===== src/rtl/dcache_dm.sv =====
// Direct-mapped, write-back, write-allocate data cache between a byte-wide CPU
// data port and a block-wide data memory, with saturating hit/miss counters.
module dcache_dm #(
  parameter int ADDR_W      = 8,
  parameter int SETS        = 8,
  parameter int BLOCK_BYTES = 4,
  parameter int CNT_W       = 16
) (
  input  logic                                  CLK,
  input  logic                                  RESET,
  input  logic                                  READ,
  input  logic                                  WRITE,
  input  logic [ADDR_W-1:0]                     ADDRESS,
  input  logic [7:0]                            WRITEDATA,
  output logic [7:0]                            READDATA,
  output logic                                  BUSYWAIT,
  output logic                                  MEM_READ,
  output logic                                  MEM_WRITE,
  output logic [ADDR_W-$clog2(BLOCK_BYTES)-1:0] MEM_ADDRESS,
  output logic [8*BLOCK_BYTES-1:0]              MEM_WRITEDATA,
  input  logic [8*BLOCK_BYTES-1:0]              MEM_READDATA,
  input  logic                                  MEM_BUSYWAIT,
  output logic [CNT_W-1:0]                      HIT_COUNT,
  output logic [CNT_W-1:0]                      MISS_COUNT
);

  localparam int OFF_W = $clog2(BLOCK_BYTES);
  localparam int IDX_W = $clog2(SETS);
  localparam int TAG_W = ADDR_W - IDX_W - OFF_W;
  localparam int BLK_W = 8 * BLOCK_BYTES;

  typedef enum logic [1:0] {IDLE, WRITEBACK, FETCH, UPDATE} state_t;

  state_t           state, state_nxt;
  logic [SETS-1:0]  valid, dirty;
  logic [TAG_W-1:0] tags  [SETS];
  logic [BLK_W-1:0] lines [SETS];

  logic [TAG_W-1:0] req_tag;
  logic [IDX_W-1:0] idx;
  logic [OFF_W-1:0] off;
  logic             req, hit, rd_hit, wr_hit, mem_done;
  logic             strobe_seen;
  logic             refilled;
  logic [7:0]       sel_byte, rd_hold;

  function automatic logic [CNT_W-1:0] sat_inc(input logic [CNT_W-1:0] v);
    return (&v) ? v : v + 1'b1;
  endfunction

  assign off      = ADDRESS[OFF_W-1:0];
  assign idx      = ADDRESS[OFF_W +: IDX_W];
  assign req_tag  = ADDRESS[ADDR_W-1 -: TAG_W];
  assign req      = READ | WRITE;
  assign hit      = valid[idx] && (tags[idx] == req_tag);
  assign sel_byte = lines[idx][{off, 3'b000} +: 8];

  // READ wins when both are asserted; nothing completes while reset is held.
  assign rd_hit   = RESET && (state == IDLE) && READ && hit;
  assign wr_hit   = RESET && (state == IDLE) && WRITE && !READ && hit;
  assign READDATA = rd_hit ? sel_byte : rd_hold;

  // A strobe may only complete once it has been up for a full cycle, giving
  // memory time to raise MEM_BUSYWAIT.
  assign mem_done = strobe_seen && !MEM_BUSYWAIT;

  always_comb begin
    state_nxt     = state;
    BUSYWAIT      = 1'b0;
    MEM_READ      = 1'b0;
    MEM_WRITE     = 1'b0;
    MEM_ADDRESS   = '0;
    MEM_WRITEDATA = '0;
    case (state)
      IDLE: begin
        BUSYWAIT = req && !hit;
        if (req && !hit)
          state_nxt = (valid[idx] && dirty[idx]) ? WRITEBACK : FETCH;
      end
      WRITEBACK: begin
        BUSYWAIT      = 1'b1;
        MEM_WRITE     = 1'b1;
        MEM_ADDRESS   = {tags[idx], idx};
        MEM_WRITEDATA = lines[idx];
        if (mem_done) state_nxt = FETCH;
      end
      FETCH: begin
        BUSYWAIT    = 1'b1;
        MEM_READ    = 1'b1;
        MEM_ADDRESS = {req_tag, idx};
        if (mem_done) state_nxt = UPDATE;
      end
      UPDATE: begin
        BUSYWAIT  = 1'b1;
        state_nxt = IDLE;
      end
      default: state_nxt = IDLE;
    endcase
    if (!RESET) BUSYWAIT = 1'b0;
  end

  always_ff @(posedge CLK or negedge RESET) begin
    if (!RESET) begin
      state       <= IDLE;
      strobe_seen <= 1'b0;
      refilled    <= 1'b0;
      valid       <= '0;
      dirty       <= '0;
      rd_hold     <= '0;
      HIT_COUNT   <= '0;
      MISS_COUNT  <= '0;
    end else begin
      state       <= state_nxt;
      strobe_seen <= (state_nxt == state) && ((state == WRITEBACK) || (state == FETCH));
      // The request held through a refill hits next cycle but was already a miss.
      refilled    <= (state == UPDATE);
      if (rd_hit) rd_hold <= sel_byte;
      if ((state == IDLE) && req && hit && !refilled) HIT_COUNT <= sat_inc(HIT_COUNT);
      if ((state == IDLE) && req && !hit) MISS_COUNT <= sat_inc(MISS_COUNT);
      if (state == UPDATE) begin
        valid[idx] <= 1'b1;
        dirty[idx] <= 1'b0;
      end else if (wr_hit) begin
        dirty[idx] <= 1'b1;
      end
    end
  end

  // Line storage carries no reset; valid bits guard its contents.
  always_ff @(posedge CLK) begin
    if (state == UPDATE) begin
      lines[idx] <= MEM_READDATA;
      tags[idx]  <= req_tag;
    end else if (wr_hit) begin
      lines[idx][{off, 3'b000} +: 8] <= WRITEDATA;
    end
  end

endmodule


===== config.mk =====
export PLATFORM = sky130hd
export DESIGN_NAME = dcache_dm
export DESIGN_NICKNAME = d
export VERILOG_FILES = /design/src/rtl/dcache_dm.sv
export SDC_FILE = /design/constraint.sdc
export NUM_CORES = 1
export LEC_CHECK = 0
export ABC_AREA = 0
export BUFFER_PORTS_ARGS = -buffer_cell sky130_fd_sc_hd__buf_2
export CAP_MARGIN = 30
export CORE_UTILIZATION = 45
export DETAILED_ROUTE_END_ITERATION = 8
export GPL_TIMING_DRIVEN = 0
export MAX_ROUTING_LAYER = met4
export PLACE_DENSITY = 0.61
export SLEW_MARGIN = 20
export SYNTH_ARGS = -nofsm -noshare
export SYNTH_HDL_FRONTEND = slang
export SYNTH_SLANG_ARGS = --single-unit

===== constraint.sdc =====
create_clock -name CLK -period 8 [get_ports CLK]
set_input_delay 0.4 -clock CLK [delete_from_list [all_inputs] [get_ports CLK]]
set_output_delay 0.4 -clock CLK [all_outputs]
set_load 0.01 [all_outputs]

==> key figures <==
Critical path
  • Worst path top cell family by delay: buffers and inverters
  • Critical path type: input pin to primary output
  • CP peak stage delay: 990 ps
  • RR Endpoint: lines[4][24]
  • Most used cell, CP: buf_2
  • Worst setup EP type: primary output
  • Worst Reg-to-Reg Cells: 6
  • CP Data Arrival Time: 4550 ps
  • Crit path cell chain: buf_2, buf_2, buf_1, buf_2, buf_2, o21ai_0, a221oi_1, a21oi_1, a21oi_1, mux2i_1, buf_2
  • Worst path required time: 7600 ps
  • Worst-path fanout max: 10
  • Slowest-stage cell, CP: a221oi_1
  • Reg2Reg Setup Slack: 4540 ps
  • Bufs and invs on worst path: 6
  • Launching point of the worst reg2reg path: state[0]
  • Startpoint types: input pin

Synthesis
  • Mapped Nets: 1108
  • Syn. warnings: 0
  • Largest family of logic cells by synthesized area: multiplexers
  • Mapped Cells: 1043
  • EDFF count, synth: 280
  • Compound-Gate Fraction of Synth Area: 6.74%
  • Ys flop type: edfxtp_1
  • Top cells by area, synth: edfxtp_1, dfrtp_1, mux2i_1
  • Adder-cell share of the synthesized area: 1.00%
  • Distinct cells, synth: 55
  • Simple logic cell fraction of the synthesized area: 9.49%
  • Seq/Total Area, Yosys: 66.0%
  • Post-Syn Area per Cell: 14.4 µm²
  • FF+latch count, synth: 340
  • Mux share of post-synthesis cell area: 11.8%
  • Async SR Flop Fraction: 17.6%
  • XOR/XNOR Fraction of Synth Area: 1.75%
  • Post-synth top area cell: edfxtp_1
  • Post-synthesis cell area: 15000 µm²
  • Post-synth top area share: 56.0%

Timing
  • Final hold vios: 0
  • Final worst slack: 3050 ps
  • Layout Skew: 14.1 ps
  • RSZ-0062 raised after global routing: no
  • Setup TNS: 0 ps
  • Max-slew violations: 0
  • Period minus WS final: 4950 ps
  • Slew @ Worst Pin: 1160 ps
  • Fin crit share: 61.8%
  • Worst hold slack: 215 ps
  • Final setup fails: 0
  • Max_slew headroom: 22.8%
  • Max frequency: 202 MHz

Pwr
  • Switching fraction of total power: 26.0%
  • Tot Pwr: 4.45 mW
  • Reg power frac: 47.2%
  • Clock power frac: 37.9%
  • Power share of the combinational group: 14.9%
  • Sw Pwr: 1.16 mW
  • LEAKAGE: 6.92 nW
  • Pwr Density: 254 nW/µm²
  • Internal power: 3.29 mW
  • VDD IR max: 0.000138 V

Place
  • Pre-CTS setup slack: 3180 ps
  • RD Place Congestion: 0.956
  • Port-buffer cells: 131
  • Hpwl dp: 30300 µm

Layout
  • Layout cells sized above 1: 23.6%
  • Number of diodes: 0
  • Area Overhead vs Synth: 16.5%
  • Nets: 1287

GRT
  • Global routing usage on met1: 36.5%
  • GRT Util Overall: 27.3%
  • Global-route met2 utilization: 41.0%
  • First-pass GRT wire length: 63300 µm
  • Antenna violations before repair: 0
  • Met3 usage: 5.61%
  • Total gr overflow: 0
  • Gr busiest metal: met2
  • Largest net degree at the start of global routing: 55
  • Vias in the first global route: 9377

Clocking
  • Worst-skew pair later-pin latency: 520 ps
  • Post-CTS sizing: 0
  • CTS tree: done
  • CTS Buffer Depth: 3
  • H-tree levels: 2
  • Clock-pin slew on the worst setup and hold paths: 60 ps
  • Sink Count: 340
  • Number of hold buffers added after CTS: 1
  • TritonCTS buffer count: 37
  • Clock Root Buffer: clkbuf_16
  • Setup Fix Bufs, Post-CTS: 0

Floorplan
  • Io pins: 134
  • Die H: 185 µm
  • Die ar.: 34100 µm²
  • Initial core utilization: 45.9%
  • Cell Rows: 66
  • CORE AREA: 32700 µm²
  • Chip width: 185 µm

Run status
  • Result of the run: complete, no violations

Min path
  • Hold Path Depth: 1
  • Hold worst-path end: tags[0][0]
  • Min-delay src: ADDRESS[5]
  • Worst min-delay path class: input pin to flip-flop

Detailed routing
  • Initial DRC Count: 1181
  • Via count: 9960
  • DR DRC count: 0
  • Drt first pass iters: 6
  • DR WL/cell: 26.5 µm
  • Detail Route Antenna Nets: 0
  • Routed WL: 44800 µm
  • DR vias/cell: 5.90

Job
  • Number of max-cap violations: 0
## final cells by class
class / instances / area [µm²]
plain buffers: 52 / 282
clock buffers: 48 / 997
clock inverters: 16 / 174
fillers: 2848 / 15200
inverters: 55 / 206
multi-input cells: 596 / 4620
flip-flops and latches: 340 / 9910
well taps: 442 / 553
repair buffers: 140 / 746
## routing by layer
metal	wire, µm	vias up
met5	0	-
met4	1680	0
met3	4300	105
met2	20300	561
met1	18600	4993
li1	-	4301
## cells by family (layout without fill, tap and decap cells)
family                   count (synthesis)  count (layout)
flip-flops                             340             340
AO/OA/AOI/OAI                          142             142
buffers and inverters                  107             311
adder cells (fa/ha/maj)                 12              12
AND/OR/NAND/NOR                        272             272
XOR/XNOR                                30              30
multiplexers                           140             140
## cell usage in the layout (no fill, tap or decap), drive strengths merged, types with 21 or more instances in the layout
master	instances
mux2	41
a22oi	27
mux2i	74
mux4	25
buf	168
edfxtp	280
dfrtp	60
nand2	75
o21ai	24
inv	55
nor2	61
and2	32
clkbuf	71
a221oi	21
## sequential cells by signal (all words and copies together) (netlist names), named ones only
name and flops:
tags 24, valid 8, lines 256, HIT_COUNT 16
strobe_seen 1, state 2, MISS_COUNT 16, rd_hold 8
refilled 1
## power groups by stage
stage / Combinational (mW) / Sequential (mW) / Clock, mW
finish: 0.665 / 2.10 / 1.69
global route: 0.714 / 2.11 / 1.76
CTS: 0.656 / 2.10 / 1.69
detailed placement: 0.652 / 2.13 / 0
global placement: 0.644 / 2.13 / 0
floorplan: 0.396 / 2.13 / 0
## per-stage QoR
step / util (%) / cells / area, µm²
after floorplan: - / 1043 / 15000
after global placement: 49.6 / 1616 / 16200
after detailed placement: 49.8 / 1620 / 16300
after CTS: 53.4 / 1685 / 17500
after global routing: 53.5 / 1689 / 17500
final: 53.5 / 1689 / 17500
## how the worst max path moves through the flow
| stage | from | end | slack, ps | depth (start not counted) |
|---|---|---|---|---|
| final | ADDRESS[3] | READDATA[3] | 3050 | 11 |
| after global routing | ADDRESS[3] | READDATA[3] | 3070 | 11 |
| after CTS | ADDRESS[3] | READDATA[3] | 3170 | 11 |
| after detailed placement | ADDRESS[3] | READDATA[3] | 3180 | 11 |
| after global placement | ADDRESS[3] | READDATA[3] | 3130 | 11 |
| after floorplan | ADDRESS[4] | lines[0][24] | 5080 | 10 |
## cells in the mapped netlist (13+ instances only)
library cell,count
nand2_1,75
mux2i_1,74
and2_1,32
mux4_2,25
nor2_1,61
o22ai_1,14
nor2b_1,19
edfxtp_1,280
nand3_1,13
o21ai_0,24
mux2_2,41
xnor2_1,15
a21oi_1,16
clkbuf_1,23
a221oi_1,21
a22oi_1,27
inv_1,53
dfrtp_1,60
xor2_1,15
(Power assumes the default switching activity.)
